--- src/rtl/uart_operand_rx.sv ---
// uart_operand_rx: 8N1 UART receiver that pairs consecutive bytes into
// operands a/b with a ready/ack handshake and sticky error flags.
//
// Ports:
//   clk       - system clock, rising edge
//   reset     - synchronous, active-high
//   din       - asynchronous serial RX line, idle high
//   ack       - one-cycle pulse, current pair consumed
//   a, b      - first and second byte of the last completed pair
//   ready     - pair valid and not yet acknowledged
//   overrun   - sticky, a pair was overwritten before ack
//   frame_err - sticky, a stop bit was sampled low
module uart_operand_rx #(
    parameter int CLKS_PER_BIT = 5208,
    parameter int SYNC_STAGES  = 2
) (
    input  logic       clk,
    input  logic       reset,
    input  logic       din,
    input  logic       ack,
    output logic [7:0] a,
    output logic [7:0] b,
    output logic       ready,
    output logic       overrun,
    output logic       frame_err
);

    localparam int HALF = CLKS_PER_BIT / 2;
    localparam int CW   = $clog2(CLKS_PER_BIT);

    localparam logic [CW-1:0] HALF_M1 = CW'(HALF - 1);
    localparam logic [CW-1:0] FULL_M1 = CW'(CLKS_PER_BIT - 1);

    typedef enum logic [2:0] {
        IDLE,
        START,
        DATA,
        STOP,
        BREAK
    } state_t;

    logic [SYNC_STAGES-1:0] sync_q;
    logic                   ds;

    state_t      state_q;
    logic [CW-1:0] cnt_q;
    logic [2:0]  bit_q;
    logic [7:0]  shift_q;
    logic [7:0]  shadow_q;
    logic        sel_q;
    logic [7:0]  a_q;
    logic [7:0]  b_q;
    logic        ready_q;
    logic        ovr_q;
    logic        ferr_q;

    // Shift-register synchroniser; idles high so reset looks like a quiet line.
    always_ff @(posedge clk) begin
        if (reset) begin
            sync_q <= '1;
        end else begin
            sync_q <= (sync_q << 1) | SYNC_STAGES'(din);
        end
    end

    assign ds = sync_q[SYNC_STAGES-1];

    always_ff @(posedge clk) begin
        if (reset) begin
            state_q  <= IDLE;
            cnt_q    <= '0;
            bit_q    <= '0;
            shift_q  <= '0;
            shadow_q <= '0;
            sel_q    <= 1'b0;
            a_q      <= '0;
            b_q      <= '0;
            ready_q  <= 1'b0;
            ovr_q    <= 1'b0;
            ferr_q   <= 1'b0;
        end else begin
            // Ack clears ready; a pair completing this same cycle overrides below.
            if (ack && ready_q) begin
                ready_q <= 1'b0;
            end

            unique case (state_q)
                IDLE: begin
                    if (!ds) begin
                        state_q <= START;
                        cnt_q   <= '0;
                    end
                end

                START: begin
                    if (cnt_q == HALF_M1) begin
                        cnt_q <= '0;
                        if (!ds) begin
                            state_q <= DATA;
                            bit_q   <= '0;
                        end else begin
                            state_q <= IDLE;
                        end
                    end else begin
                        cnt_q <= cnt_q + 1'b1;
                    end
                end

                DATA: begin
                    if (cnt_q == FULL_M1) begin
                        cnt_q   <= '0;
                        shift_q <= {ds, shift_q[7:1]};
                        if (bit_q == 3'd7) begin
                            state_q <= STOP;
                        end else begin
                            bit_q <= bit_q + 1'b1;
                        end
                    end else begin
                        cnt_q <= cnt_q + 1'b1;
                    end
                end

                STOP: begin
                    if (cnt_q == FULL_M1) begin
                        cnt_q <= '0;
                        if (ds) begin
                            state_q <= IDLE;
                            if (!sel_q) begin
                                shadow_q <= shift_q;
                                sel_q    <= 1'b1;
                            end else begin
                                a_q     <= shadow_q;
                                b_q     <= shift_q;
                                ready_q <= 1'b1;
                                sel_q   <= 1'b0;
                                if (ready_q && !ack) begin
                                    ovr_q <= 1'b1;
                                end
                            end
                        end else begin
                            // Bad stop bit: drop the byte and restart pairing.
                            ferr_q  <= 1'b1;
                            sel_q   <= 1'b0;
                            state_q <= BREAK;
                        end
                    end else begin
                        cnt_q <= cnt_q + 1'b1;
                    end
                end

                BREAK: begin
                    if (ds) begin
                        state_q <= IDLE;
                    end
                end

                default: begin
                    state_q <= IDLE;
                end
            endcase
        end
    end

    assign a         = a_q;
    assign b         = b_q;
    assign ready     = ready_q;
    assign overrun   = ovr_q;
    assign frame_err = ferr_q;

endmodule

--- config.mk ---
export PLATFORM = sky130hd
export DESIGN_NAME = uart_operand_rx
export DESIGN_NICKNAME = d
export VERILOG_FILES = /design/src/rtl/uart_operand_rx.sv
export SDC_FILE = /design/constraint.sdc
export NUM_CORES = 1
export LEC_CHECK = 0
export ABC_AREA = 0
export CAP_MARGIN = 10
export CORE_MARGIN = 2
export CORE_UTILIZATION = 38
export CTS_CLUSTER_DIAMETER = 150
export DETAILED_ROUTE_END_ITERATION = 7
export DONT_BUFFER_PORTS = 1
export GPL_TIMING_DRIVEN = 0
export HOLD_SLACK_MARGIN = 0.15
export PLACE_DENSITY = 0.51
export RECOVER_POWER = 100
export SETUP_SLACK_MARGIN = 0.3
export SYNTH_ARGS = -nofsm -noshare
export SYNTH_HDL_FRONTEND = slang
export SYNTH_SLANG_ARGS = --single-unit
--- constraint.sdc ---
create_clock -name clk -period 2.4 [get_ports clk]
set_clock_uncertainty 0.15 [all_clocks]
set_input_delay 0.12 -clock clk [delete_from_list [all_inputs] [get_ports clk]]
set_output_delay 0.12 -clock clk [all_outputs]
set_load 0.02 [all_outputs]
* After elaboration in Yosys (flattened, before gate mapping)
Index checks and enable logic that the tools add are counted.
Operators by class: add/subtract/negate cells 2, equality and inequality tests 15, mux-type cells 25, bitwise logic cells 3, reduce and logical (&&, ||, !) cells 16
Operators with widths (number):
- 13-bit 2-to-1 mux | 3
- 13-bit one-hot mux with 3 select lines | 1
- 3-bit 2-to-1 mux | 11
- 2-bit != test, second input constant | 8
- 3-bit one-hot mux with 5 select lines | 1
- 13-bit by 1-bit adder with 13-bit output, second input constant | 1
- 13-bit by 12-bit equality test with 1-bit output, second input constant | 1
- 13-bit equality test, second input constant | 1
- 5-bit AND reduction | 2
- 4-bit AND reduction | 2
- 1-bit 2-to-1 mux | 7
- 3-bit by 2-bit equality test with 1-bit output, second input constant | 2
- 3-bit equality test, second input constant | 2
- 3-bit one-hot mux with 2 select lines | 1
- 2-bit AND reduction | 3
- 6-bit AND reduction | 1
- 3-bit by 1-bit adder with 3-bit output, second input constant | 1
- 3-bit by 1-bit equality test with 1-bit output, second input constant | 1
- 3-bit logical NOT | 1
- 3-bit AND reduction | 1
- 3-bit nonzero test | 1
- 1-bit logical AND | 2
- 2-bit 2-to-1 mux | 1
- 1-bit NOT | 2
- other kinds (4) | 4
Storage, ports and cells: register bits after elaboration 57, bits of input ports 4, output and inout bits 19, logic and storage cells 73

* Logic depth before layout (Yosys ltp)
Gate-level depths: netlist of run 1.
word-level depth 6, mapped depth 8

* Worst setup path before layout of run 1
Ideal clock, no wire load.
kind flip-flop to flip-flop, from reg cnt_q[0], to reg bit_q[0], library setup time 0.075 ns, data arrival time 1.938 ns, data required time 2.175 ns, path slack 0.237 ns, cell stages (with the launch flop) 7, buffers on the path 0, clock period less this slack 2.163 ns, cells stage by stage dfxtp_1 ha_1 or4b_1 nor3_4 a21oi_2 or4_4 o22ai_1
Between the ends: cells in the longest elaborated chain, start to end 3
RTL lines:
- from (decl) | line 46 | logic [CW-1:0] cnt_q;
- from (signal assigned) | line 105 | cnt_q <= cnt_q + 1'b1;
- from (signal assigned) | line 119 | cnt_q <= cnt_q + 1'b1;
- from (signal assigned) | line 147 | cnt_q <= cnt_q + 1'b1;
- 13-bit equality test or 13-bit by 12-bit equality test with 1-bit output (tied branches) | line 110, 96
- 2-bit != test (no line)
- 5-bit AND reduction (no line) (*)
- to (signal assigned) | line 116 | bit_q <= bit_q + 1'b1;
- to (decl) | line 47 | logic [2:0] bit_q;
Every way passes the cells marked *; elsewhere a longest branch is shown, timed or not. A chain may end at the register's enable or synchronous reset.

* Worst setup path after layout of run 1
from reg cnt_q[1], to reg bit_q[2]
Same word-level chain as after synthesis.

==> impl_results.md, run 1 <==
* Fin. Hold Viols at 0
* Vias at 1970
* First-pass GRT wire length at 9520 um
* Avg WL per Cell at between 15 and 20 um
* Clock Sinks at 57
* Via-to-Cell Ratio at roughly 5
* CP Max Fanout at 5
* Clk_lat worst skew at approximately 340 ps
* Number of CTS-inserted buffers at 9
* CP required at 2490 ps
* Post-Syn Area at between 2000 and 2500 um2
* Mux cell area share after synthesis at 0.128
* Clk buf depth at 2
* Share of cells above drive strength 1 at 0.230
* Syn Nets at roughly 280
* Count of cell types in the netlist at 53
* Root buffer cell: clkbuf_8
* Post-synth EDFFs at 0
* Area Growth Syn to Fin at 23.9%
* Simple-Gate Fraction of Synth Area at 0.248
* Drt first pass iters at 4
* I/O pin count at 23
* Flop pwr share at 0.499
* Setup slack after layout at 224 ps
* Async S/R FF share, synth at 0
* Fin Hold WS at 264 ps
* Crit start category: flop
* Total track usage at 0.169
* Total die area at a little over 7000 um2
* GP Congestion at between 0.8 and 0.9
* Peak supply drop at about 0.39 mV
* Register bit total from synthesis at 57
* Syn. warnings at 0
* Worst Hold Class: flop to flop
* Residual DRC count at 0
* Adder-Cell Fraction of Synth Area at 0.0150
* Switching Share at 0.227
* CTS tree: built
* P_sw at ~0.00043 W
* Clock network power share at 0.471
* CTS clk-pin slew, worst paths at approximately 60 ps
* Final Cycle Share at 0.907
* H-tree depth at 3
* Critical Path Max Stage Delay at ~470 ps
* XOR/XNOR share of the synthesized area at 0.0105
* Critical Path Sink Type: flop
* DRT Wirelength at between 5000 and 6000 um
* Worst Setup SP: cnt_q[1]$_SDFFE_PP0P_
* Internal power at between 0.001 and 0.0015 W
* Most frequent cells in the layout: 52 x dfxtp_1, 43 x nor2_1, 32 x mux2i_1
* Synth Area in Compound Gates at 0.102
* Post-DP HPWL at approximately 3500 um
* Clock period minus final worst setup slack at roughly 2200 ps
* Largest family of logic cells by synthesized area: simple AND/OR/NAND/NOR gates
* Slew Limit Fails at 0
* Pre-CTS WS at 40.9 ps
* Initial Utilization at 0.394
* Largest net degree at the start of global routing at 11
* # setup viols final at 0
* Via count of the first global-routing pass at 1942
* Pleak at about 1.1 nW
* Reg-to-Reg Start: cnt_q[1]$_SDFFE_PP0P_
* Setup TNS at 0 ps
* Max-slew headroom at 0.640
* Initial drt markers at between 50 and 60
* Final Util at 0.488
* Antenna violations before repair at 0
* Critical path's slowest cell: or4b_1
* I/O Buffers at 0
* Post-DRT Antenna Nets at 0
* NumNets Final at 311
* Hold_sp: sync_q[0]$_SDFF_PP1_
* Achievable Freq at roughly 460 MHz
* Top FF cell, synth: dfxtp_1
* Status: complete, no violations
* Comb power frac at 0.030
* Pwr/cell area at 615 nW/um2
* RSZ-0062 raised after global routing: yes
* Area of the core at 6350 um2
* Seq/Total Area, Yosys at 0.456
* N_diodes at 0
* # rows at 29
* Syn avg cell area at roughly 9.3 um2
* Gr ovfl total at 0
* Max Cap Viol at 0
* Chip width at around 85 um
* Commonest non-fill, non-tap cell in the layout: dfxtp_1
* Worst slew pin tran at about 540 ps
* Critical path data arrival time at roughly 2300 ps
* Setup CP Type: flop to flop
* Ordered list of cells on the worst path: ha_4 > or4b_1 > nor3_1 > a21oi_2 > or4_4 > o32ai_1
* Die height at between 80 and 90 um
* Post-synthesis cell count at 269
[synthesized netlist by cell type (6+ instances only)]
| master | n | area share |
|---|---|---|
| dfxtp_1 | 57 | 0.46 |
| nor2_1 | 43 | 0.065 |
| mux2i_1 | 32 | 0.13 |
| nand2_1 | 15 | 0.023 |
| nand3_1 | 10 | 0.020 |
| a21oi_1 | 9 | 0.018 |
| o21ai_0 | 9 | 0.018 |
| clkbuf_1 | 8 | 0.012 |
| inv_1 | 7 | 0.011 |
| nand2b_1 | 6 | 0.015 |
| nor3_1 | 6 | 0.012 |
[through the flow]
step / std cells / cell area (um2) / total power (W)
2_1_floorplan: 269 / 2520 / 0.00101
3_3_place_gp: 346 / 2610 / 0.00102
3_5_place_dp: 346 / 2610 / 0.00102
4_1_cts: 378 / 3000 / 0.00194
5_1_grt: 386 / 3100 / 0.00199
6_report: 386 / 3100 / 0.00191
[area by class of cell]
cell class | count | area (um2)
fillers | 609 | 3250
multi-input cells | 189 | 1300
flip-flops and latches | 57 | 1150
repair buffers | 24 | 225
clock buffers | 11 | 141
plain buffers | 16 | 98.8
well taps | 77 | 96.3
clock inverters | 5 | 55.1
inverters | 7 | 26.3
[path summary, 6_finish.rpt]
| check | endpoint | slack, ps | depth (start not counted) |
|---|---|---|---|
| worst max register to register | bit_q[2]$_SDFFE_PP0P_ | 220 | 6 |
| worst max-delay path | bit_q[2]$_SDFFE_PP0P_ | 220 | 6 |
| worst min register to register | sync_q[1]$_SDFF_PP1_ | 260 | 1 |
| worst min-delay path | sync_q[1]$_SDFF_PP1_ | 260 | 1 |
[worst max-delay path: cells and delay by family (launching register included)]
| kind | cells | cell delay, ps |
|---|---|---|
| compound gates | 2 | 230 |
| fa+ha+maj | 1 | 150 |
| simple gates | 3 | 1180 |
| flops | 1 | 360 |
[cell families after synthesis]
group                      Yosys count
adders and majority gates            3
muxes                               32
AOI/OAI and AO/OA                   38
buffers and inverters               23
and+or+nand+nor                    113
DFF                                 57
xor gates and xnor gates             3
[power groups by stage]
stage	Combinational, W	Clock (W)	Sequential, W
floorplan	0.0000342	0	0.000973
global placement	0.0000485	0	0.000974
detailed placement	0.0000484	0	0.000974
CTS	0.0000578	0.000928	0.000951
global route	0.0000635	0.000975	0.000951
finish	0.0000575	0.000897	0.000951
[layer usage]
metal | vias to the layer above | GRT usage | share of wire | wire length [um]
met5 | - | 0 | 0 | 0
met3 | 9 | 0.0496 | 0.036 | 208
met4 | 0 | 0.0823 | 0.022 | 128
met2 | 24 | 0.265 | 0.46 | 2670
met1 | 913 | 0.213 | 0.48 | 2800
li1 | 1024 | - | - | -
[repair_timing]
action | 4_1_cts | 5_1_grt
pin swaps | 9 | 12
endpoints found under the setup margin | 52 | 47
resized for setup | 16 | 27
hold buffers | 3 | 0
buffers inserted | 12 | 7
gates cloned | 1 | 1
endpoints found under the hold margin | 7 | 0
[flip-flops by register name, indices dropped and copies added, names as in the netlist]
register / cells
sel_q: 1
cnt_q: 13
shadow_q: 8
sync_q: 2
a: 8
overrun: 1
ready: 1
bit_q: 3
shift_q: 8
state_q: 3
frame_err: 1
b: 8
Power figures use the tool's default switching activity.
==> run 2, diff against run 1 <==
MAX_ROUTING_LAYER = met4   (was default)
==> run 2 against run 1 <==
Effect of this change:
- largest power group unchanged
- hold slack is essentially flat
- sequential power is essentially flat
- critical path depth is the same
- combinational power is essentially flat
- die area is the same
- sequential share of layout area is the same
- global-route usage grew 0.49 points
- largest cell class unchanged
- worst setup slack lost 3.3 ps
- cell count is the same
==> impl_results.md, run 2 (synthesis gave the netlist of run 1 again) <==
* Drt first pass iters at 4 (unchanged)
* CP Max Fanout at 5 (unchanged)
* Peak supply drop at 0.385 mV (about the same)
* CTS clk-pin slew, worst paths at 70 ps (was 60 ps)
* Post-DRT Antenna Nets at 0 (unchanged)
* Fill cells at 609 (unchanged)
* Post-DP HPWL at 3540 um (unchanged)
* DRT Wirelength at 5800 um (was 5810 um)
* Finished Cell Area at 3100 um2 (unchanged)
* Final Util at 0.488 (unchanged)
* Commonest non-fill, non-tap cell in the layout: dfxtp_1 (unchanged)
* Residual DRC count at 0 (unchanged)
* Critical Path Sink Type: flop (unchanged)
* Area of placed instances at 2610 um2 (unchanged)
* Clk buf depth at 2 (unchanged)
* Status: complete, no violations (unchanged)
* Worst slew pin tran at 543 ps (was 540 ps)
* Vias at 1979 (was 1970)
* Max-slew headroom at 0.638 (was 0.640)
* H-tree depth at 3 (unchanged)
* Critical path's slowest cell: or4b_1 (unchanged)
* GP Congestion at 0.827 (was 0.815)
* Clock period minus final worst setup slack at 2180 ps (about the same)
* Max FFs per register at 13 (unchanged)
* CP required at 2490 ps (about the same)
* Clk_lat worst skew at 340 ps (about the same)
* # setup viols final at 0 (unchanged)
* FF+latch area at 1150 um2 (unchanged)
* Ordered list of cells on the worst path: ha_4 > or4b_1 > nor3_1 > a21oi_2 > or4_4 > o32ai_1 (unchanged)
* Avg WL per Cell at 15.0 um (about the same)
* CTS tree: built (unchanged)
* N_diodes at 0 (unchanged)
* Initial drt markers at 52 (was 54)
* Max Cap Viol at 0 (unchanged)
* Total track usage at 0.174 (was 0.169)
* Critical Path Max Stage Delay at 470 ps (about the same)
* Root buffer cell: clkbuf_8 (unchanged)
* Area Growth Syn to Fin at 23.9% (unchanged)
* Worst Hold Class: flop to flop (unchanged)
* Setup TNS at 0 ps (unchanged)
* Fin Hold WS at 264 ps (about the same)
* Biggest register: cnt_q (unchanged)
* R2R setup slack at 220 ps (about the same)
* First-pass GRT wire length at 9530 um (was 9520 um)
* Chip width at 85.1 um (unchanged)
* Pleak at 1.07 nW (unchanged)
* Initial Utilization at 0.394 (unchanged)
* Slew Limit Fails at 0 (unchanged)
* RSZ-0062 raised after global routing: yes (unchanged)
* Final Cycle Share at 0.908 (was 0.907)
* Setup CP Type: flop to flop (unchanged)
* Most frequent cells in the layout: 52 x dfxtp_1, 43 x nor2_1, 32 x mux2i_1 (unchanged)
* Area of the core at 6350 um2 (unchanged)
* Antenna violations before repair at 0 (unchanged)
* Multi-input gate area at 1300 um2 (unchanged)
* Gr ovfl total at 0 (unchanged)
* Pwr/cell area at 614 nW/um2 (was 615 nW/um2)
* NumNets Final at 311 (unchanged)
* Share of cells above drive strength 1 at 0.230 (unchanged)
* Fin. Hold Viols at 0 (unchanged)
* Achievable Freq at 459 MHz (was 460 MHz)
* I/O pin count at 23 (unchanged)
* Via count of the first global-routing pass at 1941 (was 1942)
* Largest net degree at the start of global routing at 11 (unchanged)
* Die height at 85.1 um (unchanged)
* Critical path data arrival time at 2270 ps (about the same)
* Clock Sinks at 57 (unchanged)
* Number of CTS-inserted buffers at 9 (unchanged)
* Via-to-Cell Ratio at 5.13 (was 5.10)
* # rows at 29 (unchanged)
* I/O Buffers at 0 (unchanged)
* Total die area at 7240 um2 (unchanged)
* Crit start category: flop (unchanged)
-- run 2: cell counts in the layout (fill, tap and decap cells not counted) --
No cell type changed its count.
-- run 2: repair_timing --
action                                 CTS  global route
hold buffers                             3             0
pin swaps                                9            12
gates cloned                             1             1
setup endpoints to repair               52            47
endpoints found under the hold margin    7             0
gates resized for setup                 16            27
setup buffers                           12             7
-- run 2: cell type report --
| type | instances | share of cell area |
|---|---|---|
| plain buffers | 16 | 0.0319 |
| clock buffers | 11 | 0.0456 |
| clock inverters | 5 | 0.0178 |
| inverters | 7 | 0.00848 |
| multi-input cells | 189 | 0.420 |
| flip-flops and latches | 57 | 0.372 |
| well taps | 77 | 0.0311 |
| repair buffers | 24 | 0.0727 |
-- run 2: where the power goes --
group / total [W] / switching, W / internal [W] / leakage [nW]
Combinational: 0.0000576 / 0.0000365 / 0.0000210 / 0.508
Sequential: 0.000951 / 0.00000329 / 0.000948 / 0.463
Clock: 0.000894 / 0.000390 / 0.000504 / 0.0953
-- run 2: worst max-delay path: cells and delay by family (launching register included) --
kind,cells,cell delay [ps]
DFF,1,360
and+or+nand+nor,3,1180
AOI/OAI and AO/OA,2,240
adders and majority gates,1,150
-- run 2: per-stage QoR --
step	cells	worst slack [ps]	total power, W
2_1_floorplan	269	331	0.00101
6_report	386	221	0.00190
5_1_grt	386	66.5	0.00199
3_5_place_dp	346	40.9	0.00102
4_1_cts	378	240	0.00194
3_3_place_gp	346	61.7	0.00102
-- run 2: path summary, 6_finish.rpt --
path	startpoint	end	cells past startpoint
worst min-delay path	sync_q[0]$_SDFF_PP1_	sync_q[1]$_SDFF_PP1_	1
worst max-delay path	cnt_q[1]$_SDFFE_PP0P_	bit_q[2]$_SDFFE_PP0P_	6
worst max register to register	cnt_q[1]$_SDFFE_PP0P_	bit_q[2]$_SDFFE_PP0P_	6
worst min register to register	sync_q[0]$_SDFF_PP1_	sync_q[1]$_SDFF_PP1_	1
-- run 2: routing by layer --
metal / part of all wire / track usage / vias to the layer above
met1: 0.48 / 0.213 / 920
met3: 0.034 / 0.0477 / 9
li1: - / - / 1024
met2: 0.46 / 0.266 / 26
met4: 0.022 / 0.0823 / 0
met5: 0 / - / -
